## src/rtl/fetch_stage.sv

```systemverilog
// Instruction-fetch stage: owns the PC, drives the ROM word address and registers the
// fetched word into IF/ID. Handles stall, redirect with flush, and a sticky halt on bad fetches.
module fetch_stage #(
  parameter logic [31:0] RESET_PC  = 32'h0000_0000,
  parameter int unsigned ROM_WORDS = 1024
) (
  input  logic        clk,
  input  logic        rst,
  input  logic        stall,
  input  logic        redirect,
  input  logic [31:0] redirect_pc,
  output logic [31:0] rom_addr,
  input  logic [31:0] rom_inst,
  output logic        if_id_valid,
  output logic [31:0] if_id_pc,
  output logic [31:0] if_id_inst,
  output logic        fetch_fault,
  output logic [1:0]  fault_cause,
  output logic [31:0] fetch_count
);

  typedef enum logic {RUN, HALT} state_t;

  localparam logic [1:0]  CAUSE_MISALIGN = 2'b01;
  localparam logic [1:0]  CAUSE_RANGE    = 2'b10;
  // 33 bits so a ROM covering the full 4 GiB space still yields a sane limit
  localparam logic [32:0] PC_LIMIT       = 33'(ROM_WORDS) * 33'd4;

  state_t      state, state_n;
  logic [31:0] pc, pc_n;
  logic        vld_n;
  logic [31:0] ipc_n, inst_n, cnt_n;
  logic        fault_n;
  logic [1:0]  cause_n;

  assign rom_addr = {2'b00, pc[31:2]};

  always_ff @(posedge clk) begin
    if (rst) begin
      state       <= RUN;
      pc          <= RESET_PC;
      if_id_valid <= 1'b0;
      if_id_pc    <= '0;
      if_id_inst  <= '0;
      fetch_fault <= 1'b0;
      fault_cause <= 2'b00;
      fetch_count <= '0;
    end else begin
      state       <= state_n;
      pc          <= pc_n;
      if_id_valid <= vld_n;
      if_id_pc    <= ipc_n;
      if_id_inst  <= inst_n;
      fetch_fault <= fault_n;
      fault_cause <= cause_n;
      fetch_count <= cnt_n;
    end
  end

  always_comb begin
    state_n = state;
    pc_n    = pc;
    vld_n   = if_id_valid;
    ipc_n   = if_id_pc;
    inst_n  = if_id_inst;
    fault_n = fetch_fault;
    cause_n = fault_cause;
    cnt_n   = fetch_count;
    case (state)
      RUN: begin
        if (redirect) begin
          vld_n = 1'b0;
          if (redirect_pc[1:0] != 2'b00) begin
            state_n = HALT;
            fault_n = 1'b1;
            cause_n = CAUSE_MISALIGN;
          end else begin
            pc_n = redirect_pc;
          end
        end else if ({1'b0, pc} >= PC_LIMIT) begin
          // range check wins over stall so a stalled bad PC still halts
          state_n = HALT;
          fault_n = 1'b1;
          cause_n = CAUSE_RANGE;
          vld_n   = 1'b0;
        end else if (!stall) begin
          inst_n = rom_inst;
          ipc_n  = pc;
          vld_n  = 1'b1;
          pc_n   = pc + 32'd4;
          cnt_n  = fetch_count + 32'd1;
        end
      end
      HALT: vld_n = 1'b0;
      default: begin
        state_n = HALT;
        vld_n   = 1'b0;
      end
    endcase
  end

endmodule

```

## config.mk

```make
export PLATFORM = sky130hd
export DESIGN_NAME = fetch_stage
export DESIGN_NICKNAME = d
export VERILOG_FILES = /design/src/rtl/fetch_stage.sv
export SDC_FILE = /design/constraint.sdc
export NUM_CORES = 1
export LEC_CHECK = 0
export ABC_AREA = 1
export CAP_MARGIN = 20
export CORE_MARGIN = 2
export CORE_UTILIZATION = 47
export DETAILED_ROUTE_END_ITERATION = 12
export GPL_ROUTABILITY_DRIVEN = 0
export PLACE_DENSITY = 0.87
export SLEW_MARGIN = 5
export SYNTH_ARGS = -nofsm -noshare
export SYNTH_HDL_FRONTEND = slang
export SYNTH_SLANG_ARGS = --single-unit
```

## constraint.sdc

```tcl
create_clock -name clk -period 2.1 [get_ports clk]
set_input_delay 0.42 -clock clk [delete_from_list [all_inputs] [get_ports clk]]
set_output_delay 0.42 -clock clk [all_outputs]
set_load 0.02 [all_outputs]
```

# Yosys cells after proc, flatten, opt, wreduce, memory -nomap -nowiden
# Cells that the tools add are included.
dict set report totals {
  register_bits 133
  input_bits 68
  out_inout_bits 132
  elab_cells 43
}
dict set report classes {
  add_sub_neg 2
  order_cmp 1
  n_eq_ne 5
  muxes 18
  n_bitwise 4
  n_reduce_logical 5
}
# op n
set ops {}
lappend ops {{two-way mux 32 bit} 4}
lappend ops {{adder 32 x 1 -> 32 bit (second input constant)} 1}
lappend ops {{adder 32 x 3 -> 32 bit (second input constant)} 1}
lappend ops {{greater-or-equal comparator 32 x 13 -> 1 bit (second input constant)} 1}
lappend ops {{two-way mux 1 bit} 10}
lappend ops {{AND reduction 4 bit} 2}
lappend ops {{two-way mux 2 bit} 3}
lappend ops {{!= test 2 x 1 -> 1 bit (second input constant)} 2}
lappend ops {{!= test 2 bit (second input constant)} 2}
lappend ops {{!= test 4 bit (second input constant)} 1}
lappend ops {{inverter 1 bit} 4}
lappend ops {{nonzero test 2 bit} 2}
lappend ops {{AND reduction 3 bit} 1}
lappend ops {{one-hot mux 1 bit (2 select lines)} 1}

# Logic depth before layout (Yosys ltp)
dict set report depth {
  ltp_word 4
  depth_mapped 11
  depth_no_buf 11
}

# Worst setup path after synthesis
# OpenSTA, ideal clock, no wires.
dict set report synth_path {
  kind {register to register}
  startpoint {register fetch_count[0]}
  endpoint {register fetch_count[26]}
  setup_ps 132
  arrival_time_ps 1600
  slack_ps 368
  path_stages_with_launch 11
  n_path_buf 0
  cell_sequence {dfxtp_1 -> ha_1 -> inv_1 -> nor2_2 -> nand2_1 -> nor2_1 -> nand2_1 -> nand2_1 -> nand2_1 -> nand2_1 -> a21oi_1}
}
dict set report synth_via {
  elab_chain_len 1
}
# element line
set synth_lines {}
lappend synth_lines {{from (decl)} 19} ;# output logic [31:0] fetch_count
lappend synth_lines {{from (signal assigned)} 56} ;# fetch_count <= cnt_n;
lappend synth_lines {{adder 32 x 1 -> 32 bit} 91} ;# cnt_n = fetch_count + 32'd1;
# No other way between the ends.
# A chain may end at the register's enable or synchronous reset.

# Worst setup path after layout
dict set report layout_path {
  startpoint {register fetch_count[23]}
  endpoint {output port fetch_count[23]}
}
# No word-level cell between the ends.

==> flow_metrics.env <==
export IMPL_status="complete, no violations"
export IMPL_die_height_um=122
export IMPL_fmax_mhz=501
export IMPL_synth_edff_count=0
export IMPL_wl_per_cell_um=14.0
export IMPL_layout_drive_gt1_share=0.0606
export IMPL_crit_start="fetch_count[23]$_SDFFE_PP0P_"
export IMPL_synth_cell_types=28
export IMPL_grt_max_degree=68
export IMPL_cts_inserted_buffers=17
export IMPL_core_um2=13800
export IMPL_firstDrtPassIters=7
export IMPL_r2r_setup_slack_ps=300
export IMPL_start_util=0.478
export IMPL_fin_crit_ps=2000
export IMPL_path_class="register to output pin"
export IMPL_hpwl_um=13800
export IMPL_holdPathEnd="fault_cause[0]$_SDFFE_PP0P_"
export IMPL_ctsHoldBuffers=0
export IMPL_io_pin_count=200
export IMPL_synth_area_leader_cell="dfxtp_1"
export IMPL_die_w_um=122
export IMPL_root_buffer="clkbuf_16"
export IMPL_finalSetupViolCount=0
export IMPL_rsz0062_at_grt="no"
export IMPL_ctsHtreeMaxLevel=4
export IMPL_grt_pass1_vias=6335
export IMPL_n_fill_cell=1153
export IMPL_syn_instance_count=1006
export IMPL_synth_top_area_share=0.405
export IMPL_final_setup_tns_ps=0
export IMPL_path_buf_inv=1
export IMPL_first_iter_violations=607
export IMPL_critPathSlowestCell="clkdlybuf4s50_1"
export IMPL_synth_ff_type="dfxtp_1"
export IMPL_cp_required_ps=1680
export IMPL_overflow=0
export IMPL_worstPathMaxFanout=7
export IMPL_syn_to_final_growth_pct=40.6
export IMPL_ir_drop_uv=830
export IMPL_drc=0
export IMPL_cts_tree="built"
export IMPL_syn_area_um2=6580
export IMPL_syn_area_per_cell_um2=6.54
export IMPL_cpPeakStageDelay_ps=660
export IMPL_cts_sinks=133
export IMPL_hold_viol_final=0
export IMPL_worst_r2r_endpoint="fetch_count[8]$_SDFFE_PP0P_"
export IMPL_fin_area_um2=9250
export IMPL_seq_area_frac_synth=0.405
export IMPL_worstSetupStartpointType="register"
export IMPL_fin_cells=1369
export IMPL_path_cells="clkdlybuf4s50_1"
export IMPL_yosysWarnings=0
export IMPL_period_share=0.950
export IMPL_hold_path_startpoint="rst"
export IMPL_ff2ff_path_depth=9
export IMPL_path_delay_family="buffers and inverters"
export IMPL_clkTransAtPathRegs_ps=60
export IMPL_placed_area_um2=8630
export IMPL_yosysMostFrequentCell="nand2_1"
export IMPL_hold_path_class="primary input to register"
export IMPL_viasPerCell=5.17
export IMPL_hold_path_cell_count=4
export IMPL_arrival_ps=1580
export IMPL_yosys_register_bits=133
export IMPL_worstReg2RegStart="pc[28]$_SDFFE_PP0P_"
export IMPL_fin_nets=1247
export IMPL_die_area_um2=15000
export IMPL_synthTopCellsByCount="nand2_1 (292), nor2_1 (196), dfxtp_1 (133), o21ai_0 (75), a21oi_1 (69)"
export IMPL_rows=43
export IMPL_dr_total_vias=7080
export IMPL_cts_buffer_depth=2
export IMPL_ant_nets=0
export IMPL_crit_path_end_kind="output pin"
export IMPL_num_antenna_cells=0
export IMPL_post_cts_setup_buffer_count=0
export IMPL_p_per_area_nw_per_um2=738
export IMPL_cellLeakagePower_nw=3.52
export IMPL_grt_usage=0.253
export IMPL_io_buffers=197
export IMPL_ys_top_cells_by_area="dfxtp_1 (40%), nand2_1 (17%), nor2_1 (11%), o21ai_0 (5.7%), a21oi_1 (5.2%)"
export IMPL_total_power_w=0.00683
export IMPL_max_cap_violations=0
export IMPL_insertion_delay_ps=410
export IMPL_dpl_cell_count=1337
export IMPL_wl_um=19200
export IMPL_grt_pass1_wl_um=30200
export IMPL_antenna_found_initial=0
export IMPL_async_flop_share=0
export IMPL_finalClockSkew_ps=8.50
export IMPL_slew_viol_final=0
## layout make-up
| cell class | instances | area [um2] | share of cell area |
|---|---|---|---|
| clock buffer | 20 | 467 | 0.0504 |
| clock inverter | 12 | 153 | 0.0165 |
| inverter | 66 | 248 | 0.0268 |
| multi-input combinational | 733 | 3190 | 0.345 |
| sequential | 133 | 2660 | 0.288 |
| tap | 180 | 225 | 0.0243 |
| timing repair buffer | 225 | 2300 | 0.249 |
## metal layers
layer | GRT usage | part of all wire
met5 | 0 | 0
met4 | 0.111 | 0.033
met3 | 0.0692 | 0.071
met2 | 0.413 | 0.47
met1 | 0.313 | 0.42
## flip-flops by register name, summed over array words and instances (netlist names)
name	cells
fetch_count	32
if_id_inst	32
if_id_pc	32
pc	32
fault_cause	2
fetch_fault	1
if_id_valid	1
state	1
## stage by stage
| step | hold slack (ps) | setup slack (ps) | utilization |
|---|---|---|---|
| floorplan | 425 | 368 | - |
| global placement | 423 | 73.4 | 0.627 |
| detailed placement | 427 | -16.2 | 0.627 |
| CTS | 345 | 17.0 | 0.672 |
| global route | 365 | 53.1 | 0.672 |
| finish | 364 | 105 | 0.672 |
## worst max path at each step
stage	end	slack [ps]	depth (start not counted)
floorplan	fetch_count[26]$_SDFFE_PP0P_	370	10
finish	fetch_count[23]	100	1
detailed placement	fetch_count[8]$_SDFFE_PP0P_	-20	8
global route	rom_addr[9]	50	1
global placement	if_id_pc[8]$_SDFFE_PP0P_	70	8
CTS	rom_addr[8]	20	1
## what timing repair did
| action | in CTS | in global routing |
|---|---|---|
| setup endpoints to repair | 0 | 1 |
| resized for setup | 0 | 1 |
| endpoints found under the hold margin | 0 | 0 |
## cell families after synthesis
logic type / count (synthesis) / share of synthesized area
compound gates: 152 / 0.116
xor+xnor: 13 / 0.0173
fa+ha+maj: 3 / 0.00571
buf+inv: 141 / 0.111
flops: 133 / 0.405
other cells: 1 / 0.000570
simple gates: 563 / 0.345
## power breakdown
group	total, W	internal (W)	switching (W)
sequential	0.00275	0.00264	0.000106
combinational	0.00102	0.000474	0.000548
clock	0.00306	0.00195	0.00111
## cell usage in the layout (no fill, tap or decap), drive strengths merged
| cell | count |
|---|---|
| ha | 3 |
| bufinv | 3 |
| clkinvlp | 7 |
| a31oi | 2 |
| clkdlybuf4s50 | 195 |
| xor2 | 9 |
| nor4 | 1 |
| a211oi | 1 |
| conb | 2 |
| a21oi | 69 |
| dlymetal6s2s | 1 |
| or2 | 1 |
| nand3 | 41 |
| clkinv | 2 |
| nor2 | 198 |
| nand2 | 292 |
| nand4 | 10 |
| xnor2 | 4 |
| clkbuf | 20 |
| nor3 | 15 |
| nand3b | 5 |
| inv | 66 |
| dfxtp | 133 |
| o21ai | 80 |
| buf | 29 |
## tightest hold or removal path, stage by stage
cell and delay [ps]:
buf_2 120, inv_2 80, nand2_1 70, a21oi_1 30
No activity file was read; power rests on OpenSTA's default activity.
==> variant 1: new RTL, config.mk and constraints unchanged <==
Put one more register stage on the output `fetch_count`, without a reset. The value now appears one clock later. The other outputs are not delayed to match.
--- a/src/rtl/fetch_stage.sv
+++ b/src/rtl/fetch_stage.sv
@@ -28,2 +28,4 @@
 
+  logic [31:0] fetch_count_s0;
+
   state_t      state, state_n;
@@ -46,3 +48,3 @@
       fault_cause <= 2'b00;
-      fetch_count <= '0;
+      fetch_count_s0 <= '0;
     end else begin
@@ -55,3 +57,3 @@
       fault_cause <= cause_n;
-      fetch_count <= cnt_n;
+      fetch_count_s0 <= cnt_n;
     end
@@ -67,3 +69,3 @@
     cause_n = fault_cause;
-    cnt_n   = fetch_count;
+    cnt_n   = fetch_count_s0;
     case (state)
@@ -90,3 +92,3 @@
           pc_n   = pc + 32'd4;
-          cnt_n  = fetch_count + 32'd1;
+          cnt_n  = fetch_count_s0 + 32'd1;
         end
@@ -101,2 +103,6 @@
 
+  always_ff @(posedge clk) begin
+    fetch_count <= fetch_count_s0;
+  end
+
 endmodule
Function: changed (Yosys sat finds a counterexample within 4 cycles, from zero or initial values and one cycle with rst high).
==> variant 1 against the unedited design <==
Final area up 6.1%; first-iteration DRC count down 23%; non-clock buffer count down 2; synthesized area up 9.4%; count of clock-buffer cells in the layout up 1; critical endpoint is now rom_addr[5]; routed wire length down 0.81%; sequential cell count up 32; via count down 1.0%; setup slack worse by 0.035 ns; total power up 11%; highest routed layer unchanged.
==> variant 1: results (changes against the unedited design) <==
* Fin Hold WS at 0.3868 ns (was 0.3643 ns)
* Reg2Reg Depth at 10 (was 9)
* Hold path endpoint: fetch_count[31]$_DFF_P_ (was fault_cause[0]$_SDFFE_PP0P_)
* GRT Total Usage at 22.88% (was 25.31%)
* Seq pwr share at 43.9% (was 40.2%)
* Pre-CTS setup slack at -0.01182 ns (was -0.01623 ns)
* WP data arrival at 1.61 ns (was 1.58 ns)
* Worst Skew at 0.01172 ns (was 0.008502 ns)
* Status: finished, final reports clean (unchanged)
* Register area share after synthesis at 45.91% (was 40.46%)
* Placement Cell Area at 9196 µm² (was 8630 µm²)
* Pleak at 3.598 nW (was 3.522 nW)
* P_seq at 3.34 mW (was 2.75 mW)
* WL final at 19010 µm (was 19170 µm)
* Fin nets at 1260 (was 1247)
* Worst Hold Class: reg -> reg (was in -> reg)
* Worst r2r dst: pc[12]$_SDFFE_PP0P_ (was fetch_count[8]$_SDFFE_PP0P_)
* Min-delay src: fetch_count_s0[31]$_SDFFE_PP0P_ (was rst)
* First-pass GRT wire length at 30050 µm (was 30170 µm)
* DR WL met2 at 9032 µm (was 9082 µm)
* Met3 wire len at 1138 µm (was 1355 µm)
* Number of global-route vias before repair at 6262 (was 6335)
* DRT iter0 DRCs at 465 (was 607)
* Max VDD drop at 625.0 µV (was 829.8 µV)
* Initial DRT Pass Iterations at 5 (was 7)
* Post-DP HPWL at 13110 µm (was 13800 µm)
* WL met1 at 8282 µm (was 8094 µm)
* Ratio of cells with drive above 1 in the final layout at 6.822% (was 6.056%)
* Worst-Skew Late Latency at 0.43 ns (was 0.41 ns)
* FF-to-FF setup slack at 0.16 ns (was 0.30 ns)
* Worst path max stage delay at 0.73 ns (was 0.66 ns)
* Tcrit/Tclk final at 96.68% (was 95.01%)
## variant 1: area by class of cell
type                    count  share of cell area [%]
inverters                  49                   1.887
repair buffers            223                   22.54
multi-input cells         733                   33.23
flip-flops and latches    165                   33.66
clock buffers              21                   4.896
well taps                 188                   2.397
clock inverters            11                   1.390
## variant 1: stage by stage
step,std cells,setup TNS (ns),util [%]
floorplan,1021,0,-
global placement,1358,0,60.95
detailed placement,1358,-0.01182,60.95
CTS,1390,0,65.03
global route,1390,0,65.03
finish,1390,0,65.03
## variant 1: logic make-up after synthesis
family                     synth area share (%)
other                                   0.05211
and+or+nand+nor                           31.86
xor gates and xnor gates                  2.799
AOI/OAI and AO/OA                         9.929
adders and majority gates                0.5217
DFF                                       45.91
buffers and inverters                     8.937
## variant 1: metal layers
metal / vias to the layer above / global-route usage [%]
met5: - / 0
met4: 0 / 10.34
met3: 49 / 4.841
met2: 238 / 37.94
met1: 3198 / 28.72
li1: 3521 / -
==> variant 2: new RTL, same settings <==
Without the edit above. Change the parameter `ROM_WORDS` from 1024 to 512.
--- a/src/rtl/fetch_stage.sv
+++ b/src/rtl/fetch_stage.sv
@@ -4,3 +4,3 @@
   parameter logic [31:0] RESET_PC  = 32'h0000_0000,
-  parameter int unsigned ROM_WORDS = 1024
+  parameter int unsigned ROM_WORDS = 512
 ) (
Check against the original RTL: not equivalent (Yosys sat finds a counterexample within 4 cycles, from zero or initial values and one cycle with rst high).
==> variant 2 against the unedited design <==
Total power fell by 5.4%; sequential share of layout area rose by 1.1 points; setup slack is essentially flat; routed wire length down 7.3%; final area is 3.7% lower; sequential cell count stayed put; synthesized area shrank 3.3%.
==> variant 2: results (changes against the unedited design) <==
* Worst-Skew Late Latency at about 0.42 ns
* Reg2Reg Depth at 8 (was 9)
* Post-synth EDFFs at 0 (unchanged)
* Initial DRT Pass Iterations at 5 (was 7)
* Status: finished, final reports clean (unchanged)
* First-pass GRT wire length at 28210 µm (was 30170 µm)
* Distinct cells, synth at 33 (was 28)
* Fin nets at 1188 (was 1247)
* Largest net degree at the start of global routing at 70 (was 68)
* Pleak at 3.253 nW (was 3.522 nW)
* GR met2 Demand/Resource at 38.88% (was 41.28%)
* Number of global-route vias before repair at 5944 (was 6335)
* Postcts setup bufs at 0 (unchanged)
* Synth area leaders: dfxtp_1, nand2_1, nor2_1, o21ai_0, a21oi_1 (unchanged)
* Final Core Density at 67.30% (was 67.17%)
* DRT iter0 DRCs at 440 (was 607)
* Worst Skew at 0.008210 ns (was 0.008502 ns)
* Met3 usage at 7.925% (was 6.924%)
* Antenna Nets Post-Route at 0 (unchanged)
* Avg Inst Size Synth at 6.662 µm² (was 6.541 µm²)
* Placed cell count at 1274 (was 1337)
* WL final at 17770 µm (was 19170 µm)
* # fillers at 1140 (was 1153)
* Async set or reset register ratio after synthesis at 0% (unchanged)
* Ratio of cells with drive above 1 in the final layout at 5.487% (was 6.056%)
* Cell count of the worst hold path at 2 (was 4)
* Pre-CTS setup slack at -0.04896 ns (was -0.01623 ns)
* Worst-path maximum fanout at 5 (was 7)
* Worst Hold Class: reg -> reg (was in -> reg)
* Buffers on Ports at 197 (unchanged)
* Register area share after synthesis at 41.85% (was 40.46%)
* Via count at 6616 (was 7080)
* Sw power at 1.756 mW (was 1.759 mW)
* Grt met1 use at 30.44% (was 31.29%)
* Top cells by count, synth: nand2_1, nor2_1, dfxtp_1 (unchanged)
* WL per Instance at 13.60 µm (was 14.00 µm)
* Placement Cell Area at 8349 µm² (was 8630 µm²)
* H-Tree Depth at 4 (unchanged)
* GRT Total Usage at 24.23% (was 25.31%)
* Post-DP HPWL at 12560 µm (was 13800 µm)
* Slowest CP cell: clkdlybuf4s50_1 (unchanged)
* Max VDD drop at 516.2 µV (was 829.8 µV)
-- variant 2: cell types whose count changed after synthesis, sizes merged, moves of 2 or more --
| cell | before | now |
|---|---|---|
| nand2 | 292 | 267 |
| inv | 66 | 48 |
| nand3 | 41 | 29 |
| nor3 | 15 | 21 |
| buf | 54 | 49 |
| clkbuf | 21 | 26 |
| nand4 | 10 | 5 |
| nand3b | 5 | 9 |
| nor2 | 198 | 194 |
| a21oi | 69 | 67 |
| clkinv | 0 | 2 |
| o21ai | 80 | 78 |
| xor2 | 9 | 11 |
-- variant 2: what timing repair did --
item,in CTS,in global routing
hold buffers,0,0
endpoints found under the setup margin,0,1
hold endpoints to repair,0,0
resized for setup,0,1
-- variant 2: cells by family after synthesis --
family	Yosys count	share of synthesized area, %
xor+xnor	16	2.202
fa+ha+maj	3	0.5900
compound gates	149	11.86
other cells	1	0.05894
buf+inv	125	9.971
simple gates	528	33.47
flops	133	41.85
-- variant 2: per-layer routing --
layer	vias to the layer above	wire, µm
met3	35	1716
met5	-	0
met1	2970	7596
met4	0	343
li1	3327	-
met2	284	8109
-- variant 2: power by group through the flow --
stage | Sequential [mW] | Clock, mW | Combinational [mW]
4_1_cts | 2.72 | 2.84 | 0.943
3_5_place_dp | 2.77 | 0 | 0.939
3_3_place_gp | 2.77 | 0 | 0.927
6_report | 2.72 | 2.80 | 0.941
2_1_floorplan | 2.84 | 0 | 0.461
5_1_grt | 2.73 | 2.95 | 1.02
-- variant 2: final timing paths --
path | startpoint | end | slack [ns]
max | fetch_count[5]$_SDFFE_PP0P_ | fetch_count[5] | 0.11
min | if_id_pc[17]$_SDFFE_PP0P_ | if_id_pc[17]$_SDFFE_PP0P_ | 0.44
max reg2reg | fetch_count[1]$_SDFFE_PP0P_ | fetch_count[16]$_SDFFE_PP0P_ | 0.21
min reg2reg | if_id_pc[17]$_SDFFE_PP0P_ | if_id_pc[17]$_SDFFE_PP0P_ | 0.44
-- variant 2: cell type report --
class	count	area share, %
Sequential cell	133	29.88
Timing Repair Buffer	217	24.74
Tap cell	176	2.471
Multi-Input combinational cell	698	34.52
Clock buffer	18	4.815
Clock inverter	14	1.474
Inverter	50	2.106
